==> src/rtl/vend_pkg.sv <==
// Shared types and constants for the vending-machine transaction controller:
// FSM states, LCD status codes and coin values in cents.
package vend_pkg;

   typedef enum logic [2:0] {
      S_IDLE,
      S_PRICE,
      S_COLLECT,
      S_VEND,
      S_REFUND
   } state_e;

   localparam logic [2:0] STAT_IDLE        = 3'd0;
   localparam logic [2:0] STAT_RESERVED    = 3'd1;
   localparam logic [2:0] STAT_INSERT      = 3'd2;
   localparam logic [2:0] STAT_VEND_EXACT  = 3'd3;
   localparam logic [2:0] STAT_VEND_CHANGE = 3'd4;
   localparam logic [2:0] STAT_REFUND      = 3'd5;
   localparam logic [2:0] STAT_SOLDOUT     = 3'd6;
   localparam logic [2:0] STAT_INVALID     = 3'd7;

   localparam int unsigned COIN_NICKEL  = 5;
   localparam int unsigned COIN_DIME    = 10;
   localparam int unsigned COIN_QUARTER = 25;
   localparam int unsigned COIN_DOLLAR  = 100;

endpackage

==> src/rtl/edge_pulse.sv <==
// Rising-edge detector: registered history plus a registered one-cycle pulse,
// so a held level produces exactly one event.
module edge_pulse (
   input  logic clk,
   input  logic rst,
   input  logic level,
   output logic pulse
);

   logic prev_q, prev_d;
   logic pulse_q, pulse_d;

   always_comb begin
      prev_d  = level;
      pulse_d = level & ~prev_q;
   end

   always_ff @(posedge clk) begin
      if (rst) begin
         prev_q  <= 1'b0;
         pulse_q <= 1'b0;
      end else begin
         prev_q  <= prev_d;
         pulse_q <= pulse_d;
      end
   end

   assign pulse = pulse_q;

endmodule

==> src/rtl/vend_ctrl_multi.sv <==
// Vending-machine transaction controller: product select, price/stock tables,
// coin credit accumulation, vend with exact change, cancel/timeout refund.
module vend_ctrl_multi
   import vend_pkg::*;
#(
   parameter int                  N_PROD     = 4,
   parameter int                  AMT_W      = 10,
   parameter logic [16*N_PROD-1:0] PRICES    = {16'd150, 16'd125, 16'd100, 16'd50},
   parameter int                  STOCK_W    = 4,
   parameter int                  STOCK_INIT = 5,
   parameter int                  TIMEOUT    = 1000
) (
   input  logic                        clk,
   input  logic                        rst,
   input  logic                        nickel,
   input  logic                        dime,
   input  logic                        quarter,
   input  logic                        dollar,
   input  logic                        cancel,
   input  logic [N_PROD-1:0]           select,
   input  logic                        restock,
   output logic                        dispense,
   output logic [$clog2(N_PROD)-1:0]   dispense_id,
   output logic                        change_valid,
   output logic [AMT_W-1:0]            change_amt,
   output logic [AMT_W-1:0]            credit,
   output logic [2:0]                  status,
   output logic                        busy
);

   localparam int ID_W  = $clog2(N_PROD);
   localparam int TM_W  = $clog2(TIMEOUT);
   localparam int SUM_W = AMT_W + 8;
   localparam logic [AMT_W-1:0] AMT_MAX = '1;

   logic [4:0] lvl;
   logic [4:0] ev;

   assign lvl = {cancel, dollar, quarter, dime, nickel};

   genvar gi;
   generate
      for (gi = 0; gi < 5; gi++) begin : g_edge
         edge_pulse u_edge (
            .clk   (clk),
            .rst   (rst),
            .level (lvl[gi]),
            .pulse (ev[gi])
         );
      end
   endgenerate

   logic [AMT_W-1:0] price_tbl [N_PROD];

   generate
      for (gi = 0; gi < N_PROD; gi++) begin : g_price
         assign price_tbl[gi] = PRICES[gi*16 +: AMT_W];
      end
   endgenerate

   state_e              state_q, state_d;
   logic [ID_W-1:0]     idx_q, idx_d;
   logic [AMT_W-1:0]    price_q, price_d;
   logic [AMT_W-1:0]    credit_q, credit_d;
   logic [TM_W-1:0]     timer_q, timer_d;
   logic [STOCK_W-1:0]  stock_q [N_PROD];
   logic [STOCK_W-1:0]  stock_d [N_PROD];
   logic                dispense_q, dispense_d;
   logic [ID_W-1:0]     dispense_id_q, dispense_id_d;
   logic                change_valid_q, change_valid_d;
   logic [AMT_W-1:0]    change_amt_q, change_amt_d;
   logic [2:0]          status_q, status_d;

   logic [ID_W-1:0]     sel_idx;
   logic                sel_multi;
   logic                sel_one;
   logic [SUM_W-1:0]    coin_sum;
   logic [SUM_W-1:0]    credit_sum;
   logic [AMT_W-1:0]    credit_sat;
   logic                coin_any;
   logic                cancel_ev;

   always_comb begin
      sel_idx = '0;
      for (int i = 0; i < N_PROD; i++) begin
         if (select[i]) sel_idx = ID_W'(i);
      end
   end

   // Clearing the lowest set bit leaves something only when two or more bits are set.
   assign sel_multi = (select & (select - N_PROD'(1))) != '0;
   assign sel_one   = (select != '0) && !sel_multi;

   assign coin_any  = |ev[3:0];
   assign cancel_ev = ev[4];

   assign coin_sum = (ev[0] ? SUM_W'(COIN_NICKEL)  : '0)
                   + (ev[1] ? SUM_W'(COIN_DIME)    : '0)
                   + (ev[2] ? SUM_W'(COIN_QUARTER) : '0)
                   + (ev[3] ? SUM_W'(COIN_DOLLAR)  : '0);

   assign credit_sum = SUM_W'(credit_q) + coin_sum;
   assign credit_sat = (credit_sum > SUM_W'(AMT_MAX)) ? AMT_MAX : credit_sum[AMT_W-1:0];

   always_comb begin
      state_d        = state_q;
      idx_d          = idx_q;
      price_d        = price_q;
      credit_d       = credit_q;
      timer_d        = timer_q;
      stock_d        = stock_q;
      dispense_d     = 1'b0;
      dispense_id_d  = '0;
      change_valid_d = 1'b0;
      change_amt_d   = '0;
      status_d       = status_q;

      case (state_q)
         S_IDLE: begin
            if (restock) begin
               for (int i = 0; i < N_PROD; i++) stock_d[i] = STOCK_W'(STOCK_INIT);
            end
            if (sel_one) begin
               idx_d   = sel_idx;
               state_d = S_PRICE;
            end else if (sel_multi) begin
               status_d = STAT_INVALID;
            end else if (status_q == STAT_INVALID) begin
               status_d = STAT_IDLE;
            end
         end

         S_PRICE: begin
            if (stock_q[idx_q] == '0) begin
               status_d = STAT_SOLDOUT;
               state_d  = S_IDLE;
            end else begin
               price_d  = price_tbl[idx_q];
               credit_d = '0;
               timer_d  = '0;
               status_d = STAT_INSERT;
               state_d  = S_COLLECT;
            end
         end

         S_COLLECT: begin
            credit_d = credit_sat;
            timer_d  = coin_any ? '0 : timer_q + TM_W'(1);
            // Cancel/timeout wins over a same-cycle payment; those coins are refunded.
            if (cancel_ev || (timer_q == TM_W'(TIMEOUT - 1))) begin
               state_d = S_REFUND;
            end else if (credit_sat >= price_q) begin
               state_d = S_VEND;
            end
         end

         S_VEND: begin
            dispense_d       = 1'b1;
            dispense_id_d    = idx_q;
            stock_d[idx_q]   = stock_q[idx_q] - STOCK_W'(1);
            if (credit_q > price_q) begin
               change_valid_d = 1'b1;
               change_amt_d   = credit_q - price_q;
               status_d       = STAT_VEND_CHANGE;
            end else begin
               status_d       = STAT_VEND_EXACT;
            end
            credit_d = '0;
            state_d  = S_IDLE;
         end

         S_REFUND: begin
            if (credit_q != '0) begin
               change_valid_d = 1'b1;
               change_amt_d   = credit_q;
            end
            status_d = STAT_REFUND;
            credit_d = '0;
            state_d  = S_IDLE;
         end

         default: begin
            state_d = S_IDLE;
         end
      endcase
   end

   always_ff @(posedge clk) begin
      if (rst) begin
         state_q        <= S_IDLE;
         idx_q          <= '0;
         price_q        <= '0;
         credit_q       <= '0;
         timer_q        <= '0;
         dispense_q     <= 1'b0;
         dispense_id_q  <= '0;
         change_valid_q <= 1'b0;
         change_amt_q   <= '0;
         status_q       <= STAT_IDLE;
         for (int i = 0; i < N_PROD; i++) stock_q[i] <= STOCK_W'(STOCK_INIT);
      end else begin
         state_q        <= state_d;
         idx_q          <= idx_d;
         price_q        <= price_d;
         credit_q       <= credit_d;
         timer_q        <= timer_d;
         dispense_q     <= dispense_d;
         dispense_id_q  <= dispense_id_d;
         change_valid_q <= change_valid_d;
         change_amt_q   <= change_amt_d;
         status_q       <= status_d;
         stock_q        <= stock_d;
      end
   end

   assign dispense     = dispense_q;
   assign dispense_id  = dispense_id_q;
   assign change_valid = change_valid_q;
   assign change_amt   = change_amt_q;
   assign credit       = credit_q;
   assign status       = status_q;
   assign busy         = (state_q != S_IDLE);

endmodule

==> config.mk <==
export PLATFORM = sky130hd
export DESIGN_NAME = vend_ctrl_multi
export DESIGN_NICKNAME = d
export VERILOG_FILES = /design/src/rtl/vend_pkg.sv /design/src/rtl/edge_pulse.sv /design/src/rtl/vend_ctrl_multi.sv
export SDC_FILE = /design/constraint.sdc
export NUM_CORES = 1
export LEC_CHECK = 0
export ABC_AREA = 1
export CAP_MARGIN = 10
export CORE_UTILIZATION = 58
export CTS_BUF_LIST = sky130_fd_sc_hd__clkbuf_4 sky130_fd_sc_hd__clkbuf_8 sky130_fd_sc_hd__clkbuf_16
export DETAILED_ROUTE_END_ITERATION = 12
export HOLD_SLACK_MARGIN = 0.06
export PLACE_DENSITY_LB_ADDON = 0.12
export SLEW_MARGIN = 20
export SYNTH_ARGS = -nofsm -noshare
export SYNTH_HDL_FRONTEND = slang
export SYNTH_SLANG_ARGS = --single-unit
export TNS_END_PERCENT = 30
==> constraint.sdc <==
create_clock -name clk -period 3.6 [get_ports clk]
set_input_delay 0.36 -clock clk [delete_from_list [all_inputs] [get_ports clk]]
set_output_delay 0.36 -clock clk [all_outputs]
set_load 0.01 [all_outputs]
==> results of run 1 <==
==> report_power, final <==
group	internal [mW]	total (mW)	switching, mW
Combinational	0.360	1.03	0.670
Clock	0.328	0.649	0.321
Sequential	0.893	0.951	0.0580
==> metal layers <==
layer	routed length, µm	up-vias	global-route usage (%)	share of wire (%)
met5	0	-	0	0
met4	292	0	13.3	2.7
met3	355	24	3.38	3.3
met2	5290	79	49.6	49
met1	4810	1881	34.0	45
li1	-	2121	-	-
==> sequential cells by signal, indices dropped and copies added (netlist names) <==
name,count
change_amt,10
change_valid,1
dispense_id,2
stock_q,16
timer_q,10
state_q,3
dispense,1
idx_q,2
g_edge.u_edge.prev_q,5
g_edge.u_edge.pulse,5
status,3
credit,10
price_q,7
==> cells in the mapped netlist, types with 2 or more instances <==
cell type / count
a21oi_1: 72
a31oi_1: 3
buf_2: 4
buf_4: 2
clkbuf_1: 5
dfxtp_1: 75
fa_1: 5
ha_1: 36
inv_1: 68
inv_2: 5
nand2_1: 163
nand2_2: 6
nand2_4: 2
nand3_1: 44
nand3_2: 4
nand3b_1: 2
nand4_1: 4
nor2_1: 49
nor2_2: 2
nor2_4: 3
nor3_1: 10
nor3_2: 2
nor4_1: 2
o21ai_0: 27
o21bai_1: 3
or2_2: 3
xnor2_1: 2
xor2_1: 9
==> stage by stage <==
step	util [%]	area [µm²]	instances	hold WS (ns)	power [mW]
after floorplan	-	4450	626	0.373	1.75
after global placement	67.1	4920	755	0.380	1.96
after detailed placement	67.1	4920	755	0.383	1.98
after CTS	69.8	5110	771	0.396	2.63
after global routing	69.8	5110	771	0.406	2.81
final	69.8	5110	771	0.393	2.63
==> layout make-up <==
| type | count | area share, % |
|---|---|---|
| repair buffers | 44 | 8.37 |
| clock inverters | 6 | 1.25 |
| inverters | 75 | 5.58 |
| multi-input cells | 462 | 50.5 |
| clock buffers | 10 | 2.57 |
| well taps | 99 | 2.42 |
| flip-flops and latches | 75 | 29.4 |
==> cells by family (layout without fill, tap and decap cells) <==
kind of cell,after synthesis,count (layout)
XOR/XNOR,12,12
AO/OA/AOI/OAI,111,111
buffers and inverters,89,135
flip-flops,75,75
AND/OR/NAND/NOR,298,298
adder cells (fa/ha/maj),41,41
==> cells in the final DEF, fill, tap and decap left out, types with 2 or more instances in the layout <==
cell type        count
nand3b_1             2
dfxtp_1             75
xnor2_1              2
o21ai_0             27
nor2_4               3
nand2_4              2
a31oi_1              3
nor2_2               2
a21oi_1             72
nand4_1              4
ha_1                36
nand2_1            163
xor2_1               9
nand3_2              4
inv_2                5
o21bai_1             3
nand2_2              6
nor2_1              49
buf_4                5
or2_2                3
nor3_2               2
clkinvlp_4           2
clkdlybuf4s50_1     39
inv_1               68
nand3_1             44
clkbuf_8             9
clkinv_2             3
nor4_1               2
fa_1                 5
nor3_1              10
==> final timing paths <==
kind	endpoint	startpoint
max	state_q[0]$_SDFFE_PP0P_	credit[3]$_SDFFE_PP0P_
min	g_edge[4].u_edge.pulse$_SDFF_PP0_	g_edge[4].u_edge.prev_q$_SDFF_PP0_
max reg2reg	state_q[0]$_SDFFE_PP0P_	credit[3]$_SDFFE_PP0P_
min reg2reg	g_edge[4].u_edge.pulse$_SDFF_PP0_	g_edge[4].u_edge.prev_q$_SDFF_PP0_
==> flow_metrics.env, run 1 <==
export IMPL_outcome="finished, final reports clean"
export IMPL_clk_pin_slew_ns=0.08
export IMPL_synthSimpleGateAreaFrac_pct=29.8
export IMPL_row_count=31
export IMPL_synth_top_flop_cell="dfxtp_1"
export IMPL_fp_dieH_um=89.6
export IMPL_holdBufCountCts=0
export IMPL_start_kind="flop"
export IMPL_area_delta_synth_final_pct=14.9
export IMPL_drt_iter0_markers=247
export IMPL_antenna_found_initial=0
export IMPL_root_buffer="clkbuf_8"
export IMPL_cp_num_buf_inv=2
export IMPL_hold_violations=0
export IMPL_clk_path_buf_depth=2
export IMPL_finalMaxSlewViolations=0
export IMPL_cts_tree="done"
export IMPL_coreArea_mm2=0.00733
export IMPL_grt_usage_pct=28.1
export IMPL_dp_hpwl_um=8220
export IMPL_globalRoute_totalOverflow=0
export IMPL_power_leakage_nw=2.28
export IMPL_setup_viol=0
export IMPL_syn_nets=679
export IMPL_synth_area_leaders="dfxtp_1 34%, nand2_1 14%, ha_1 10%"
export IMPL_post_cts_buffers=0
export IMPL_cts_resized_gates=0
export IMPL_clk_latency_ns=0.35
export IMPL_drv_cap=0
export IMPL_path_class="flop to flop"
export IMPL_io_buffer_count=39
export IMPL_r2r_slack_ns=0.42
export IMPL_num_antenna_cells=0
export IMPL_crit_family="adder cells"
export IMPL_cts_buffers_inserted=9
export IMPL_dp_slack_ns=0.447
export IMPL_die_w_um=89.6
export IMPL_synth_top_area_share_pct=33.7
export IMPL_cellPowerDensity_mw_per_mm2=514
export IMPL_grt_max_degree=44
export IMPL_end_kind="flop"
export IMPL_wl_per_cell_um=13.9
export IMPL_max_freq_ghz=0.314
export IMPL_synthMuxAreaShare_pct=0
export IMPL_dieArea_mm2=0.00803
export IMPL_htree_levels=3
export IMPL_synth_top_family_by_area="simple AND/OR/NAND/NOR gates"
export IMPL_crit_top_cell="nand2_1"
export IMPL_timing_setup_tns_ns=0
export IMPL_vias=4105
export IMPL_worstPathMaxFanout=6
export IMPL_setup_ws_ns=0.416
export IMPL_relSlewSlack_pct=59.9
export IMPL_postRouteAntennaNets=0
export IMPL_yosysWarnings=0
export IMPL_postSynthAreaPerCell_um2=7.11
export IMPL_period_needed_ns=3.18
export IMPL_clock_sinks=75
export IMPL_syn_area_mm2=0.00445
export IMPL_grt_pass1_vias=3719
export IMPL_synthAdderAreaFrac_pct=12.4
export IMPL_worst_path_stages=19
export IMPL_min_path_type="flop to flop"
export IMPL_cp_slowest_stage_delay_ns=0.46
export IMPL_fin_nets=720
export IMPL_timing_final_crit_share_pct=88.5
export IMPL_viasPerCell=5.32
export IMPL_wl_um=10800
export IMPL_worst_slew_pin_slew_ns=0.601
export IMPL_critPathRequiredTime_ns=3.82
export IMPL_ios=40
export IMPL_rsz0062_at_grt="no"
export IMPL_synth_edf_count=0
export IMPL_regArea_mm2=0.00150
export IMPL_holdPathStages=1
export IMPL_multi_input_area_mm2=0.00258
export IMPL_num_fill_cells=638
export IMPL_final_layout_size_suffix_gt1_share_pct=8.04
export IMPL_synthCells=626
export IMPL_grt_pass1_wl_um=17000
export IMPL_ir_drop_mv=0.293
export IMPL_synth_xor_area_share_pct=2.53
export IMPL_ys_seq_elements=75
export IMPL_skew_ns=0.0111
export IMPL_drc=0
export IMPL_synth_area_leader_cell="dfxtp_1"
export IMPL_start_util_pct=60.7
export IMPL_async_reset_ff_share_pct=0
export IMPL_cp_arrival_ns=3.40
export IMPL_crit_chain="fa_1, ha_1, nand2_1, nand2_1, nand2_1, nand2_1, nand2_1, nand3_1, inv_1, nand2_1, ha_1, nand2_1, inv_1, a21oi_1, a21oi_1, nor2_1, nand3_1, nand3_1, nor2_1"
export IMPL_r2r_cells=19
export IMPL_cp_slowest_cell="dfxtp_1"
export IMPL_netlist_cell_type_count=42
export IMPL_place_congestion=0.891
export IMPL_dr_pass1_iters=5
export IMPL_seq_area_frac_synth_pct=33.7
export IMPL_synth_compound_area_share_pct=13.3
(Power assumes the default switching activity.)
==> run 2, diff against run 1 <==
--- a/config.mk
+++ b/config.mk
@@ -5,9 +5,9 @@
 export SDC_FILE = /design/constraint.sdc
 export NUM_CORES = 1
 export LEC_CHECK = 0
-export ABC_AREA = 1
+export ABC_AREA = 0
 export CAP_MARGIN = 10
-export CORE_UTILIZATION = 58
+export CORE_UTILIZATION = 52
 export CTS_BUF_LIST = sky130_fd_sc_hd__clkbuf_4 sky130_fd_sc_hd__clkbuf_8 sky130_fd_sc_hd__clkbuf_16
 export DETAILED_ROUTE_END_ITERATION = 12
 export HOLD_SLACK_MARGIN = 0.06
@@ -15,5 +15,6 @@
 export SLEW_MARGIN = 20
 export SYNTH_ARGS = -nofsm -noshare
 export SYNTH_HDL_FRONTEND = slang
+export SYNTH_HIERARCHICAL = 1
 export SYNTH_SLANG_ARGS = --single-unit
 export TNS_END_PERCENT = 30
==> constraint.sdc (replaced) <==
create_clock -name clk -period 2.6 [get_ports clk]
set_input_delay 0.26 -clock clk [delete_from_list [all_inputs] [get_ports clk]]
set_output_delay 0.26 -clock clk [all_outputs]
set_load 0.01 [all_outputs]
==> run 2 against run 1 <==
Net effect:
- the flow now finishes with violations (setup timing)
- sequential share of layout area is 1.9 points lower
- die area is 8.6% higher
- via count down 2.9%
- global-route usage shrank 1.8 points
- wire length rose by 3.5%
- first-iteration DRC count is 8.1% higher
- fmax up 3.3%
- sequential power up 28%
- synthesized cell count decreased by 23%
- clock-buffer cell count stayed put
- critical endpoint unchanged
==> flow_metrics.env, run 2 <==
export IMPL_outcome="finished with violations"
export IMPL_failed_checks="setup timing"
export IMPL_drc=0
export IMPL_coreArea_mm2=0.00789
export IMPL_internal_power_mw=2.05
export IMPL_wl_um=11100
export IMPL_worstPathMaxFanout=8
export IMPL_cp_slowest_stage_delay_ns=0.59
export IMPL_largest_register="stock_q"
export IMPL_htree_levels=3
export IMPL_start_util_pct=55.1
export IMPL_area_delta_synth_final_pct=27.2
export IMPL_p_total_mw=2.89
export IMPL_mostFrequentLayoutCell="dfxtp_1"
export IMPL_clk_path_buf_depth=2
export IMPL_yosys_top_cells_count="75 x dfxtp_1, 47 x nor2_1, 36 x ha_1, 35 x nand2_1, 24 x inv_1"
export IMPL_syn_area_mm2=0.00434
export IMPL_top_layer="met4"
export IMPL_holdPathStages=1
export IMPL_route_met3_wl_um=517
export IMPL_num_antenna_cells=0
export IMPL_dp_hpwl_um=8130
export IMPL_postSynthAreaPerCell_um2=9.01
export IMPL_combPwrFrac_pct=22.0
export IMPL_period_needed_ns=3.08
export IMPL_antenna_found_initial=0
export IMPL_ys_seq_elements=75
export IMPL_path_class="flop to flop"
export IMPL_cellPowerDensity_mw_per_mm2=523
export IMPL_root_buffer="clkbuf_8"
export IMPL_critPathRequiredTime_ns=2.82
export IMPL_grt_usage_pct=26.3
export IMPL_synthCells=482
export IMPL_dp_slack_ns=-0.579
export IMPL_wl_met1_um=5150
export IMPL_sw_frac_of_total_pct=29.0
export IMPL_min_path_type="flop to flop"
export IMPL_cts_buffers_inserted=9
export IMPL_reg2reg_to="state_q[0]$_SDFFE_PP0P_"
export IMPL_io_buffer_count=39
export IMPL_switching_power_mw=0.839
export IMPL_cp_arrival_ns=3.30
export IMPL_cp_num_buf_inv=2
export IMPL_fin_nets=608
export IMPL_finalMaxSlewViolations=0
export IMPL_start_kind="flop"
export IMPL_syn_nets=535
export IMPL_grt_max_degree=38
export IMPL_setup_ws_ns=-0.481
export IMPL_num_fill_cells=647
export IMPL_wl_met2_um=5160
export IMPL_async_reset_ff_share_pct=0
export IMPL_worstHoldStart="g_edge[0].u_edge/prev_q$_SDFF_PP0_"
export IMPL_clk_latency_ns=0.35
export IMPL_min_to="g_edge[0].u_edge/pulse$_SDFF_PP0_"
export IMPL_final_layout_size_suffix_gt1_share_pct=20.9
export IMPL_final_cell_mix="68 x dfxtp_1, 47 x nor2_1, 43 x buf_4"
export IMPL_row_count=32
export IMPL_clk_pin_slew_ns=0.08
export IMPL_clock_power_share_pct=35.9
export IMPL_synth_area_leaders="dfxtp_1 35%, ha_1 10%, nor2_1 4.1%"
export IMPL_ir_drop_mv=0.382
export IMPL_drv_cap=0
export IMPL_die_w_um=93.4
export IMPL_end_kind="flop"
export IMPL_dieArea_mm2=0.00872
export IMPL_synth_area_leader_cell="dfxtp_1"
export IMPL_max_freq_ghz=0.325
export IMPL_grt_pass1_wl_um=18000
export IMPL_ios=40
export IMPL_power_leakage_nw=2.17
export IMPL_grt_pass1_vias=3797
export IMPL_synth_edf_count=0
export IMPL_netlist_cell_type_count=71
export IMPL_postRouteAntennaNets=0
export IMPL_seq_area_frac_synth_pct=34.6
export IMPL_synth_top_flop_cell="dfxtp_1"
export IMPL_yosysMostFrequentCell="dfxtp_1"
export IMPL_cp_slowest_cell="fa_1"
export IMPL_timing_final_crit_share_pct=119
export IMPL_place_congestion=0.875
export IMPL_fp_dieH_um=93.4
export IMPL_viasPerCell=6.02
export IMPL_cts_tree="done"
export IMPL_holdBufCountCts=0
export IMPL_dr_pass1_iters=5
export IMPL_worst_slew_pin_slew_ns=0.705
export IMPL_r2r_slack_ns=-0.48
export IMPL_globalRoute_totalOverflow=0
export IMPL_hold_violations=0
export IMPL_largest_reg_flops=16
export IMPL_skew_ns=0.0107
export IMPL_drt_iter0_markers=267
export IMPL_pwr_share_seq_pct=42.1
export IMPL_crit_family="compound AO/OA/AOI/OAI gates"
export IMPL_r2r_start="credit[3]$_SDFFE_PP0P_"
export IMPL_synth_top_area_share_pct=34.6
export IMPL_r2r_cells=14
export IMPL_clock_sinks=75
export IMPL_vias=3984
export IMPL_rsz0062_at_grt="yes"
export IMPL_crit_chain="fa_1, ha_4, o211ai_1, o211ai_1, a21oi_2, buf_6, o21bai_4, inv_2, ha_4, nand2b_4, a211oi_2, o21ai_1, o2111ai_1, a311oi_1"
export IMPL_wl_per_cell_um=16.8
export IMPL_relSlewSlack_pct=52.8
export IMPL_setup_viol=2
export IMPL_yosysWarnings=6
[run 2: power by group through the flow]
stage          combinational, mW  sequential [mW]  clock (mW)
2_1_floorplan              0.402             1.24           0
3_3_place_gp               0.563             1.24           0
3_5_place_dp               0.578             1.24           0
4_1_cts                    0.600             1.22        1.05
5_1_grt                    0.691             1.22        1.09
6_report                   0.634             1.22        1.04
[run 2: final cells by class]
cell class | instances | area (µm²) | share of cell area [%]
clock inverters | 6 | 95.1 | 1.72
clock buffers | 10 | 138 | 2.49
inverters | 25 | 93.8 | 1.70
well taps | 102 | 128 | 2.31
repair buffers | 83 | 724 | 13.1
flip-flops and latches | 75 | 1520 | 27.4
multi-input cells | 361 | 2830 | 51.2
[run 2: stage by stage]
step	std cells	instance area [µm²]	hold WS [ns]	utilization, %	TNS (ns)
final	662	5530	0.399	70.1	-0.581
after global routing	662	5530	0.422	70.1	-0.756
after CTS	661	5400	0.403	68.4	-0.469
after detailed placement	642	5090	0.401	64.6	-0.579
after global placement	642	5090	0.387	64.6	-0.454
after floorplan	482	4390	0.323	-	-0.359
[run 2: routing by layer]
layer | vias up | GRT usage [%]
met5 | - | 0
met4 | 0 | 11.0
met3 | 30 | 3.01
met2 | 123 | 42.3
met1 | 1891 | 35.6
li1 | 1940 | -
[run 2: cell families (layout without fill, tap and decap cells)]
logic type / Yosys count / after routing / synth area share (%)
DFF: 75 / 75 / 34.6
buffers and inverters: 46 / 124 / 4.84
muxes: 9 / 9 / 3.43
and+or+nand+nor: 154 / 154 / 18.4
AOI/OAI and AO/OA: 149 / 149 / 24.4
adders and majority gates: 42 / 42 / 12.9
xor gates and xnor gates: 7 / 7 / 1.41
[run 2: timing repair]
item,4_1_cts,5_1_grt
endpoints found under the setup margin,2,7
pin swaps,12,15
setup buffers,3,1
gates resized for setup,9,19
endpoints found under the hold margin,0,0
[run 2: worst max-delay path by stage]
stage	startpoint	to	slack, ns	depth (start not counted)
2_1_floorplan	g_edge[2].u_edge/pulse$_SDFF_PP0_	state_q[0]$_SDFFE_PP0P_	-0.36	11
3_3_place_gp	g_edge[0].u_edge/pulse$_SDFF_PP0_	state_q[0]$_SDFFE_PP0P_	-0.45	14
3_5_place_dp	g_edge[0].u_edge/pulse$_SDFF_PP0_	state_q[0]$_SDFFE_PP0P_	-0.58	14
4_1_cts	credit[2]$_SDFFE_PP0P_	state_q[0]$_SDFFE_PP0P_	-0.47	14
5_1_grt	g_edge[2].u_edge/pulse$_SDFF_PP0_	state_q[0]$_SDFFE_PP0P_	-0.59	11
6_report	credit[3]$_SDFFE_PP0P_	state_q[0]$_SDFFE_PP0P_	-0.48	14
==> run 3, diff against run 2 <==
--- a/config.mk
+++ b/config.mk
@@ -10,7 +10,7 @@
 export CORE_UTILIZATION = 52
 export CTS_BUF_LIST = sky130_fd_sc_hd__clkbuf_4 sky130_fd_sc_hd__clkbuf_8 sky130_fd_sc_hd__clkbuf_16
 export DETAILED_ROUTE_END_ITERATION = 12
-export HOLD_SLACK_MARGIN = 0.06
+export HOLD_SLACK_MARGIN = 0.08
 export PLACE_DENSITY_LB_ADDON = 0.12
 export SLEW_MARGIN = 20
 export SYNTH_ARGS = -nofsm -noshare
==> results of run 3 <==
No change in the layout: final DEF, timing and power equal those of run 2.
==> variant: new RTL, settings of run 1 <==
Make the reset (`rst`) asynchronous in 2 clocked blocks.
--- a/src/rtl/edge_pulse.sv
+++ b/src/rtl/edge_pulse.sv
@@ -15,7 +15,7 @@
       pulse_d = level & ~prev_q;
    end
 
-   always_ff @(posedge clk) begin
+   always_ff @(posedge clk or posedge rst) begin
       if (rst) begin
          prev_q  <= 1'b0;
          pulse_q <= 1'b0;
--- a/src/rtl/vend_ctrl_multi.sv
+++ b/src/rtl/vend_ctrl_multi.sv
@@ -185,7 +185,7 @@
       endcase
    end
 
-   always_ff @(posedge clk) begin
+   always_ff @(posedge clk or posedge rst) begin
       if (rst) begin
          state_q        <= S_IDLE;
          idx_q          <= '0;
Behaviour: differs if rst is asserted again (counterexample within 4 cycles, from zero or initial values and one cycle with rst high); with rst held inactive, the same outputs for 4 cycles.
==> variant against run 1 <==
Sequential cell count unchanged. Routed wire length down 3.8%. Sequential share of layout area up 6.7 points. Synthesized area up 1.8%. Count of clock-buffer cells in the layout unchanged. Worst setup slack better by 0.030 ns. Fmax up 0.95%. Via count down 4.5%. Final area up 2.2%. Largest cell class unchanged. Highest routed layer unchanged.
Power is not compared: it rests on default switching activity, and its combinational part moved more than twofold at a synthesized area within 25%.
==> variant: results (changes against run 1) <==
Logic synthesis
  – Xor/xnor share of the synthesized area: 0.02125 (was 0.02530)
  – Mapped Cells: 560 (was 626)
  – Post-Synth Adder-Cell Area: 0.1214 (was 0.1237)
  – Post-synthesis compound-gate area fraction: 0.1123 (was 0.1329)
  – Syn_nets: 613 (was 679)

Final layout
  – Layout cell share with drive strength beyond 1: 0.08838 (was 0.08036)
  – # fillers: 610 (was 638)

Detailed routing
  – M1 WL: 4.771 mm (was 4.814 mm)
  – Final WL: 10.35 mm (was 10.75 mm)
  – WL met3: 439 um (was 355 um)
  – Vias per std cell: 5.524 (was 5.324)
  – Met2 WL: 4.950 mm (was 5.290 mm)

Timing
  – Final hold slack: 0.3982 ns (was 0.3935 ns)
  – Worst Clk Skew: 0.01129 ns (was 0.01115 ns)

Hold path
  – HP Start: g_edge[4].u_edge.prev_q$_DFF_PP0_ (was g_edge[4].u_edge.prev_q$_SDFF_PP0_)

Run status
  – Status: completed (unchanged)

Global routing
  – First-pass GRT wire length: 17.96 mm (was 16.97 mm)
  – Pin count of the biggest net entering global routing: 76 (was 44)
  – GR Layer Usage met2: 0.4504 (was 0.4959)

Place
  – Placer Congestion: 0.9021 (was 0.8905)
  – Placed Cells: 694 (was 755)
  – Setup WS pre-CTS: 0.4958 ns (was 0.4473 ns)

Setup path
  – R2R setup slack: 0.45 ns (was 0.42 ns)
  – Slowest stage delay, CP: 0.49 ns (was 0.46 ns)
  – Crit path max-delay family: simple AND/OR/NAND/NOR gates (was adder cells)
==> variant: cell types whose count changed in the layout (fill, tap and decap cells not counted), sizes merged, moves of 4 or more <==
cell / change
dfxtp: -75
o21ai: +9
o22ai: +15
a21oi: -51
nor2: -5
dfrtp: +67
nor3: -6
dfstp: +8
nand2: -29
buf: -4
inv: +16
xor2: -4
==> variant: logic make-up after synthesis <==
kind of cell / Yosys count
XOR/XNOR: 11
AND/OR/NAND/NOR: 253
buffers and inverters: 95
flip-flops: 75
AO/OA/AOI/OAI: 85
adder cells (fa/ha/maj): 41
==> variant: area by class of cell <==
cell class                      instances  area, sq um  share of cell area
Tap cell                               99        123.9             0.02369
Clock buffer                           10        137.6             0.02632
Timing Repair Buffer                   40        397.9             0.07609
Multi-Input combinational cell        390         2272              0.4346
Clock inverter                          6        72.57             0.01388
Inverter                               90        337.8             0.06461
Sequential cell                        75         1887              0.3609
